--- src/rtl/centroid_pkg.sv ---
// Shared types, widths and helpers for the centroid divide sequencer.
package centroid_pkg;

    localparam int DIV_BITS = 30;
    localparam int SUM1_W   = 20;
    localparam int SUMXY_W  = 29;
    localparam int COORD_W  = 10;
    localparam int CNT_W    = 5;

    typedef enum logic [1:0] {
        IDLE,
        DIV_X,
        DIV_Y,
        PUBLISH
    } state_t;

    // Clamp a full-width quotient to lim, then keep the coordinate bits.
    function automatic logic [COORD_W-1:0] saturate(
        input logic [DIV_BITS-1:0] q,
        input logic [DIV_BITS-1:0] lim
    );
        return COORD_W'((q > lim) ? lim : q);
    endfunction

endpackage

--- src/rtl/seq_divider.sv ---
// Serial radix-2 restoring divider: one quotient bit per cycle, DIV_BITS bits.
// The first quotient bit is produced on the load edge, so q_valid follows DIV_BITS edges later.
module seq_divider
    import centroid_pkg::*;
(
    input  logic                clk,
    input  logic                rst_n,
    input  logic                load,
    input  logic [DIV_BITS-1:0] dividend,
    input  logic [SUM1_W-1:0]   divisor,
    output logic [DIV_BITS-1:0] quotient,
    output logic                q_valid
);

    logic [SUM1_W-1:0]   rem_reg, rem_next;
    logic [DIV_BITS-1:0] sh_reg, sh_next;
    logic [SUM1_W-1:0]   div_reg;
    logic [CNT_W-1:0]    cnt_reg;
    logic                run_reg;
    logic                q_valid_reg;

    logic [SUM1_W-1:0]   src_rem;
    logic [DIV_BITS-1:0] src_sh;
    logic [SUM1_W-1:0]   src_div;
    logic [SUM1_W:0]     trial;
    logic                ge;

    always_comb begin
        src_rem = load ? '0 : rem_reg;
        src_sh  = load ? dividend : sh_reg;
        src_div = load ? divisor : div_reg;
        trial   = {src_rem, src_sh[DIV_BITS-1]};
        ge      = (trial >= {1'b0, src_div});
        // Remainder stays below the divisor, so 20-bit wraparound subtraction is exact.
        rem_next = ge ? (trial[SUM1_W-1:0] - src_div) : trial[SUM1_W-1:0];
        sh_next  = {src_sh[DIV_BITS-2:0], ge};
    end

    always_ff @(posedge clk or negedge rst_n) begin
        if (!rst_n) begin
            rem_reg     <= '0;
            sh_reg      <= '0;
            div_reg     <= '0;
            cnt_reg     <= '0;
            run_reg     <= 1'b0;
            q_valid_reg <= 1'b0;
        end else if (load) begin
            rem_reg     <= rem_next;
            sh_reg      <= sh_next;
            div_reg     <= divisor;
            cnt_reg     <= CNT_W'(1);
            run_reg     <= 1'b1;
            q_valid_reg <= 1'b0;
        end else if (run_reg) begin
            rem_reg     <= rem_next;
            sh_reg      <= sh_next;
            cnt_reg     <= cnt_reg + CNT_W'(1);
            q_valid_reg <= (cnt_reg == CNT_W'(DIV_BITS - 1));
            if (cnt_reg == CNT_W'(DIV_BITS - 1)) begin
                run_reg <= 1'b0;
            end
        end else begin
            q_valid_reg <= 1'b0;
        end
    end

    assign quotient = sh_reg;
    assign q_valid  = q_valid_reg;

endmodule

--- src/rtl/centroid_div_sequencer.sv ---
// Frame-end centroid sequencer: shares one serial divider for X then Y, gates on blob size.
// Optional CENTROID_ROUND_EN adds sum_1/2 to each dividend for round-to-nearest results.
module centroid_div_sequencer
    import centroid_pkg::*;
#(
    parameter int FRAME_WIDTH   = 640,
    parameter int FRAME_HEIGHT  = 480,
    parameter int MIN_BLOB_SIZE = 300
) (
    input  logic               clk,
    input  logic               rst_n,
    input  logic               start,
    input  logic [SUM1_W-1:0]  sum_1,
    input  logic [SUMXY_W-1:0] sum_x,
    input  logic [SUMXY_W-1:0] sum_y,
    output logic               busy,
    output logic               done,
    output logic [COORD_W-1:0] centroid_x,
    output logic [COORD_W-1:0] centroid_y,
    output logic               centroid_valid,
    output logic [SUM1_W-1:0]  blob_area,
    output logic               overrun,
    output logic [7:0]         drop_count
);

    localparam logic [SUM1_W-1:0]   MIN_BLOB = SUM1_W'(MIN_BLOB_SIZE);
    localparam logic [DIV_BITS-1:0] X_MAX    = DIV_BITS'(FRAME_WIDTH - 1);
    localparam logic [DIV_BITS-1:0] Y_MAX    = DIV_BITS'(FRAME_HEIGHT - 1);

    state_t state_reg, state_next;

    logic [SUM1_W-1:0]   sum1_reg;
    logic [SUMXY_W-1:0]  sumy_reg;
    logic                blob_ok_reg;
    logic [DIV_BITS-1:0] qx_reg, qy_reg;
    logic                done_reg, valid_reg, overrun_reg;
    logic [COORD_W-1:0]  cx_reg, cy_reg;
    logic [SUM1_W-1:0]   area_reg;
    logic [7:0]          drop_reg;

    logic                div_load;
    logic [SUMXY_W-1:0]  op_sum;
    logic [SUM1_W-1:0]   op_s1;
    logic [DIV_BITS-1:0] div_dividend;
    logic [DIV_BITS-1:0] div_quotient;
    logic                div_q_valid;

    seq_divider u_div (
        .clk      (clk),
        .rst_n    (rst_n),
        .load     (div_load),
        .dividend (div_dividend),
        .divisor  (op_s1),
        .quotient (div_quotient),
        .q_valid  (div_q_valid)
    );

    always_comb begin
        state_next = state_reg;
        div_load   = 1'b0;
        op_sum     = sum_x;
        op_s1      = sum_1;
        case (state_reg)
            IDLE: begin
                if (start) begin
                    if (sum_1 < MIN_BLOB) begin
                        state_next = PUBLISH;
                    end else begin
                        div_load   = 1'b1;
                        state_next = DIV_X;
                    end
                end
            end
            DIV_X: begin
                // Divisor is reloaded from the latched copy; it equals the X divisor.
                op_sum = sumy_reg;
                op_s1  = sum1_reg;
                if (div_q_valid) begin
                    div_load   = 1'b1;
                    state_next = DIV_Y;
                end
            end
            DIV_Y: begin
                op_s1 = sum1_reg;
                if (div_q_valid) begin
                    state_next = PUBLISH;
                end
            end
            PUBLISH: state_next = IDLE;
            default: state_next = IDLE;
        endcase
`ifdef CENTROID_ROUND_EN
        div_dividend = {1'b0, op_sum} + {{(DIV_BITS - SUM1_W + 1){1'b0}}, op_s1[SUM1_W-1:1]};
`else
        div_dividend = {1'b0, op_sum};
`endif
    end

    always_ff @(posedge clk or negedge rst_n) begin
        if (!rst_n) begin
            state_reg <= IDLE;
        end else begin
            state_reg <= state_next;
        end
    end

    always_ff @(posedge clk or negedge rst_n) begin
        if (!rst_n) begin
            sum1_reg    <= '0;
            sumy_reg    <= '0;
            blob_ok_reg <= 1'b0;
            qx_reg      <= '0;
            qy_reg      <= '0;
            done_reg    <= 1'b0;
            valid_reg   <= 1'b0;
            cx_reg      <= '0;
            cy_reg      <= '0;
            area_reg    <= '0;
            overrun_reg <= 1'b0;
            drop_reg    <= '0;
        end else begin
            done_reg <= (state_reg == PUBLISH);
            if (state_reg == IDLE && start) begin
                sum1_reg    <= sum_1;
                sumy_reg    <= sum_y;
                blob_ok_reg <= (sum_1 >= MIN_BLOB);
            end
            if (state_reg == DIV_X && div_q_valid) begin
                qx_reg <= div_quotient;
            end
            if (state_reg == DIV_Y && div_q_valid) begin
                qy_reg <= div_quotient;
            end
            if (state_reg == PUBLISH) begin
                valid_reg <= blob_ok_reg;
                cx_reg    <= blob_ok_reg ? saturate(qx_reg, X_MAX) : '0;
                cy_reg    <= blob_ok_reg ? saturate(qy_reg, Y_MAX) : '0;
                area_reg  <= sum1_reg;
            end
            // Any start outside IDLE (PUBLISH included) is dropped and counted.
            overrun_reg <= start && (state_reg != IDLE);
            if (start && (state_reg != IDLE) && (drop_reg != 8'hFF)) begin
                drop_reg <= drop_reg + 8'd1;
            end
        end
    end

    assign busy           = (state_reg != IDLE);
    assign done           = done_reg;
    assign centroid_x     = cx_reg;
    assign centroid_y     = cy_reg;
    assign centroid_valid = valid_reg;
    assign blob_area      = area_reg;
    assign overrun        = overrun_reg;
    assign drop_count     = drop_reg;

endmodule

--- config.mk ---
export PLATFORM = sky130hd
export DESIGN_NAME = centroid_div_sequencer
export DESIGN_NICKNAME = d
export VERILOG_FILES = /design/src/rtl/centroid_pkg.sv /design/src/rtl/seq_divider.sv /design/src/rtl/centroid_div_sequencer.sv
export SDC_FILE = /design/constraint.sdc
export NUM_CORES = 1
export LEC_CHECK = 0
export BUFFER_PORTS_ARGS = -buffer_cell sky130_fd_sc_hd__buf_2
export CAP_MARGIN = 25
export CORE_ASPECT_RATIO = 0.9
export CORE_MARGIN = 2
export CORE_UTILIZATION = 26
export CTS_BUF_LIST = sky130_fd_sc_hd__clkbuf_8 sky130_fd_sc_hd__clkbuf_16
export DETAILED_ROUTE_END_ITERATION = 8
export SLEW_MARGIN = 5
export SYNTH_ARGS = -nofsm -noshare
export SYNTH_HDL_FRONTEND = slang
export SYNTH_HIERARCHICAL = 1
export SYNTH_SLANG_ARGS = --single-unit
--- constraint.sdc ---
create_clock -name clk -period 6.6 [get_ports clk]
set_input_delay 0 -clock clk [delete_from_list [all_inputs] [get_ports clk]]
set_output_delay 0 -clock clk [all_outputs]
set_load 0.01 [all_outputs]
==> impl_metrics.env, run 1 <==
export IMPL_synth_edf_count=0
export IMPL_p_per_area_nw_per_um2=525
export IMPL_synthToLayoutAreaGrowth_pct=25.4
export IMPL_drive_gt1_share_pct=31.9
export IMPL_grt_pass1_vias=8443
export IMPL_cp_startpoint="state_reg[1]"
export IMPL_final_cell_mix="239 x dfrtp_1, 180 x mux2_2, 131 x buf_2"
export IMPL_antenna_found_initial=0
export IMPL_final_antenna_net_count=0
export IMPL_async_flop_share_pct=100
export IMPL_r2r_start="state_reg[1]"
export IMPL_die_area_um2=47000
export IMPL_synth_seq_cells=240
export IMPL_ys_warn_count=6
export IMPL_wirelength_mm=29.8
export IMPL_grt_max_degree=152
export IMPL_setup_ws_ps=1450
export IMPL_grt_setup_unrepaired="no"
export IMPL_vias_per_cell=4.66
export IMPL_syn_nets=1105
export IMPL_yosys_top_cells_area="dfrtp_1 51%, mux2_2 17%, mux2i_1 4.1%"
export IMPL_reg2regPathDepth=13
export IMPL_ir_worst_vdd_v=0.000230
export IMPL_fin_crit_sh_pct=78.1
export IMPL_cap_violations=0
export IMPL_insertion_delay_ps=550
export IMPL_die_h_um=206
export IMPL_hold_viol=0
export IMPL_setup_viol=0
export IMPL_fmax_mhz=194
export IMPL_clock_skew_ps=9.07
export IMPL_dp_hpwl_mm=19.9
export IMPL_worstHoldPathType="input pin to async pin"
export IMPL_synth_compound_area_share_pct=10.3
export IMPL_rows=73
export IMPL_yosysUniqueCellTypes=70
export IMPL_synth_adder_area_share_pct=3.02
export IMPL_cts_resized=0
export IMPL_p_leak_uw=0.00687
export IMPL_synth_top_family_by_area="multiplexers"
export IMPL_r2r_end="u_div/rem_reg[9]"
export IMPL_dr_first_iter_drc_count=476
export IMPL_relSlewSlack_pct=36.5
export IMPL_drt_pass1_iterations=5
export IMPL_synth_xor_area_share_pct=1.64
export IMPL_io_buffers=132
export IMPL_grt_pass1_wl_mm=47.6
export IMPL_synth_ff_type="dfrtp_1"
export IMPL_clk_pin_slew_ps=60
export IMPL_avgSynthCellArea_um2=11.8
export IMPL_drv_slew=0
export IMPL_crit_path_end_kind="register"
export IMPL_ys_seq_area_share_pct=51.1
export IMPL_root_buffer="clkbuf_16"
export IMPL_cts_buffers=28
export IMPL_place_gp_congestion=0.810
export IMPL_route_detailed_drc=0
export IMPL_dr_total_vias=8460
export IMPL_cts_max_path_buffers=3
export IMPL_synth_top_area_share_pct=51.1
export IMPL_wl_per_cell_um=16.4
export IMPL_nets=1302
export IMPL_pin_count=133
export IMPL_synthCells=997
export IMPL_grt_ovfl_total=0
export IMPL_power_uw=7740
export IMPL_syn_area_um2=11800
export IMPL_hold_buffers=80
export IMPL_h_tree_depth=1
export IMPL_worst_pin_slew_ps=952
export IMPL_cp_endpoint="u_div/rem_reg[9]"
export IMPL_post_place_ws_ps=1440
export IMPL_core_area_um2=44400
export IMPL_die_width_um=228
export IMPL_synth_top_area_cell="dfrtp_1"
export IMPL_muxShareOfSynthArea_pct=21.4
export IMPL_synth_simple_area_share_pct=8.87
export IMPL_diodes=0
export IMPL_cts_tree="built"
export IMPL_post_cts_buffers=0
export IMPL_mostFrequentLayoutCell="dfrtp_1"
export IMPL_cp_data_required_time_ps=7040
export IMPL_r2r_slack_ps=1450
export IMPL_start_kind="register"
export IMPL_worstPathArrival_ps=5590
export IMPL_critPathKind="register to register"
export IMPL_start_util_pct=26.5
export IMPL_critical_path_max_fanout=43
export IMPL_grt_usage_pct=12.5
export IMPL_min_period_ps=5150
export IMPL_status="finished, final reports clean"
export IMPL_final_setup_tns_ps=0
export IMPL_cts_sinks=240
==> layer usage <==
metal / vias up / track usage (%) / wire (µm)
met5: - / 0 / 0
met4: 0 / 3.34 / 499
met3: 33 / 1.59 / 1150
met2: 184 / 20.1 / 13900
met1: 4251 / 17.7 / 14200
li1: 3992 / - / -
==> per-stage QoR <==
step	hold WS [ps]	area [µm²]	utilization, %	cells
after global placement	66.4	13100	29.4	1684
after floorplan	-296	11800	-	997
after CTS	68.0	14700	33.2	1815
after detailed placement	65.9	13100	29.4	1684
after global routing	108	14700	33.2	1815
final	19.1	14700	33.2	1815
==> kinds of logic after synthesis <==
family	Yosys count
AOI/OAI and AO/OA	169
xor gates and xnor gates	22
other	1
and+or+nand+nor	202
DFF	240
adders and majority gates	28
muxes	229
buffers and inverters	106
==> worst max-delay path, stage by stage, from the launching register on <==
cell and delay, ps:
dfrtp_1 420, inv_1 100, ha_1 420, nand2_2 140, o21ai_4 520, buf_4 570, mux2i_1 300, ha_1 340
a21o_1 200, a21o_1 200, a21oi_1 490, a2111o_1 600, nand2_1 340, a221o_1 360
==> cell type report <==
class	count	area [µm²]
Clock inverter	18	120
Inverter	51	191
Sequential cell	240	6010
Timing Repair Buffer	222	1560
Clock buffer	33	769
Tap cell	600	751
Multi-Input combinational cell	651	5350
Fill cell	4450	29600
==> how the worst min path moves through the flow <==
| stage | startpoint | end | cells after the start |
|---|---|---|---|
| 4_1_cts | rst_n | sumy_reg[0] | 2 |
| 5_1_grt | rst_n | sumy_reg[0] | 2 |
| 3_5_place_dp | rst_n | sumy_reg[0] | 1 |
| 2_1_floorplan | rst_n | blob_area[0] | 0 |
| 3_3_place_gp | rst_n | sumy_reg[0] | 1 |
| 6_report | rst_n | sumy_reg[0] | 2 |
==> where the power goes <==
group          internal, µW  switching (µW)
Sequential             2090             409
Combinational          1700            2060
Clock                   866             620
Total                  4650            3090
==> synthesized netlist by cell type, types with 10 or more instances <==
cell type,number
a21o_1,11
a21oi_1,13
a31oi_1,18
a41oi_1,12
buf_2,14
clkbuf_1,31
dfrtp_1,240
ha_1,26
inv_1,51
mux2_2,180
mux2i_1,48
nand2_1,66
nand3_1,15
nor2_1,27
nor2b_1,34
nor3_1,10
nor4_1,13
o21ai_0,47
o22ai_1,14
xnor2_1,11
xor2_1,11
Note: power is estimated with default switching activity, not from simulation.
==> run 2, diff against run 1 <==
clock period = 5.2 ns   (was 6.6 ns; I/O delays follow)
==> run 2 against run 1 <==
Hold slack better by 150 ps. Count of clock-buffer cells in the layout unchanged. Clock skew up 16 ps. Final area up 0.28%. Routed wire length up 1.2%. Non-clock buffer count increased by 4. Register-to-register slack got worse by 910 ps. Via count up 0.76%. Critical path depth rose by 1. Sequential cell count did not move. Sequential share of layout area fell by 0.11 points. Cell count is essentially flat. Highest routed layer unchanged.
==> impl_metrics.env, run 2 (same netlist as run 1, synthesis figures left out) <==
export IMPL_relSlewSlack_pct=33.7
export IMPL_clk_pin_slew_ps=60
export IMPL_dr_first_iter_drc_count=496
export IMPL_cp_data_required_time_ps=5630
export IMPL_die_width_um=228
export IMPL_final_setup_tns_ps=0
export IMPL_fin_crit_sh_pct=89.6
export IMPL_status="finished, final reports clean"
export IMPL_drv_slew=0
export IMPL_hold_buffers=80
export IMPL_fmax_mhz=215
export IMPL_gr_usage_met1_pct=17.0
export IMPL_use_met3_pct=2.00
export IMPL_h_tree_depth=1
export IMPL_final_cell_mix="239 x dfrtp_1, 180 x mux2_2, 131 x buf_2"
export IMPL_cts_buffers=27
export IMPL_wl_per_cell_um=16.6
export IMPL_io_buffers=132
export IMPL_met2_usage_pct=21.0
export IMPL_critical_path_max_fanout=21
export IMPL_setup_viol=0
export IMPL_ir_worst_vdd_v=0.000316
export IMPL_drt_pass1_iterations=5
export IMPL_fillers=4427
export IMPL_grt_pass1_vias=8654
export IMPL_hold_viol=0
export IMPL_worst_pin_slew_ps=995
export IMPL_start_kind="register"
export IMPL_r2r_slack_ps=540
export IMPL_cp_slowest_stage_delay_ps=550
export IMPL_place_gp_congestion=0.881
export IMPL_reg2regPathDepth=14
export IMPL_worstHoldPathType="input pin to async pin"
export IMPL_critPathSlowestCell="a2111o_1"
export IMPL_antenna_found_initial=0
export IMPL_drive_gt1_share_pct=32.2
export IMPL_mostFrequentLayoutCell="dfrtp_1"
export IMPL_cts_tree="built"
export IMPL_cts_max_path_buffers=3
export IMPL_core_area_um2=44400
export IMPL_rows=73
export IMPL_gr_max_usage_layer="met2"
export IMPL_grt_setup_unrepaired="no"
export IMPL_pin_count=133
export IMPL_nets=1305
export IMPL_p_leak_uw=0.00688
export IMPL_worstPathArrival_ps=5090
export IMPL_insertion_delay_ps=550
export IMPL_cts_sinks=240
export IMPL_cap_violations=0
export IMPL_path_cells="inv_1 -> ha_1 -> nand2_2 -> o21ai_4 -> buf_4 -> mux2i_1 -> ha_1 -> a21o_1 -> a21oi_1 -> a221oi_4 -> o211ai_4 -> a2111o_1 -> nand2_1 -> a221o_1"
export IMPL_cp_common_cell="ha_1"
export IMPL_dp_hpwl_mm=20.0
export IMPL_grt_ovfl_total=0
export IMPL_diodes=0
export IMPL_route_detailed_drc=0
export IMPL_start_util_pct=26.5
export IMPL_crit_path_end_kind="register"
export IMPL_wirelength_mm=30.1
export IMPL_min_period_ps=4660
export IMPL_post_cts_buffers=0
export IMPL_p_per_area_nw_per_um2=671
export IMPL_grt_pass1_wl_mm=48.4
export IMPL_synthToLayoutAreaGrowth_pct=25.8
export IMPL_dr_total_vias=8524
export IMPL_whs_ps=167
export IMPL_grt_usage_pct=12.7
export IMPL_cts_resized=0
export IMPL_clock_skew_ps=24.9
export IMPL_die_area_um2=47000
export IMPL_grt_max_degree=129
export IMPL_final_antenna_net_count=0
export IMPL_vias_per_cell=4.69
export IMPL_root_buffer="clkbuf_16"
export IMPL_die_h_um=206
export IMPL_critPathKind="register to register"
[run 2: area by class of cell]
cell class	instances	area, µm²	share of cell area (%)
Sequential cell	240	6010	40.6
Clock inverter	15	143	0.964
Inverter	51	191	1.29
Tap cell	600	751	5.08
Multi-Input combinational cell	651	5350	36.2
Timing Repair Buffer	226	1590	10.7
Clock buffer	33	758	5.13
[run 2: final timing paths]
check / from / endpoint
setup / recovery: state_reg[1] / u_div/rem_reg[9]
hold / removal: rst_n / sumy_reg[0]
setup reg to reg: state_reg[1] / u_div/rem_reg[9]
hold reg to reg: u_div/div_reg[2] / u_div/div_reg[2]
max in group asynchronous: rst_n / u_div/div_reg[15]
min in group clk: sum_y[8] / sumy_reg[8]
[run 2: per-layer routing]
metal / routed length, µm / part of all wire, % / vias up
met4: 680 / 2.3 / 0
met2: 14200 / 47 / 171
met3: 1220 / 4.0 / 50
met5: 0 / 0 / -
li1: - / - / 4004
met1: 14000 / 46 / 4299
[run 2: critical path: cells and delay by family, from the launching register on]
kind / cells / cell delay, ps
adder cells (fa/ha/maj): 2 / 740
AO/OA/AOI/OAI: 7 / 2100
AND/OR/NAND/NOR: 2 / 480
buffers and inverters: 2 / 490
multiplexers: 1 / 290
flip-flops: 1 / 430
[run 2: where the power goes]
group,switching (µW),internal [µW],total (µW)
clock network,777,1170,1950
logic,2620,2180,4800
registers,528,2650,3180
total,3930,6000,9930
[run 2: metrics by stage]
step	total power, µW	instance area [µm²]	std cells	utilization [%]	setup WS (ps)
floorplan	6580	11800	997	-	89.6
global placement	7850	13100	1688	29.5	750
detailed placement	7940	13100	1688	29.5	560
CTS	10000	14800	1816	33.3	552
global route	10700	14800	1816	33.3	186
finish	9930	14800	1816	33.3	538
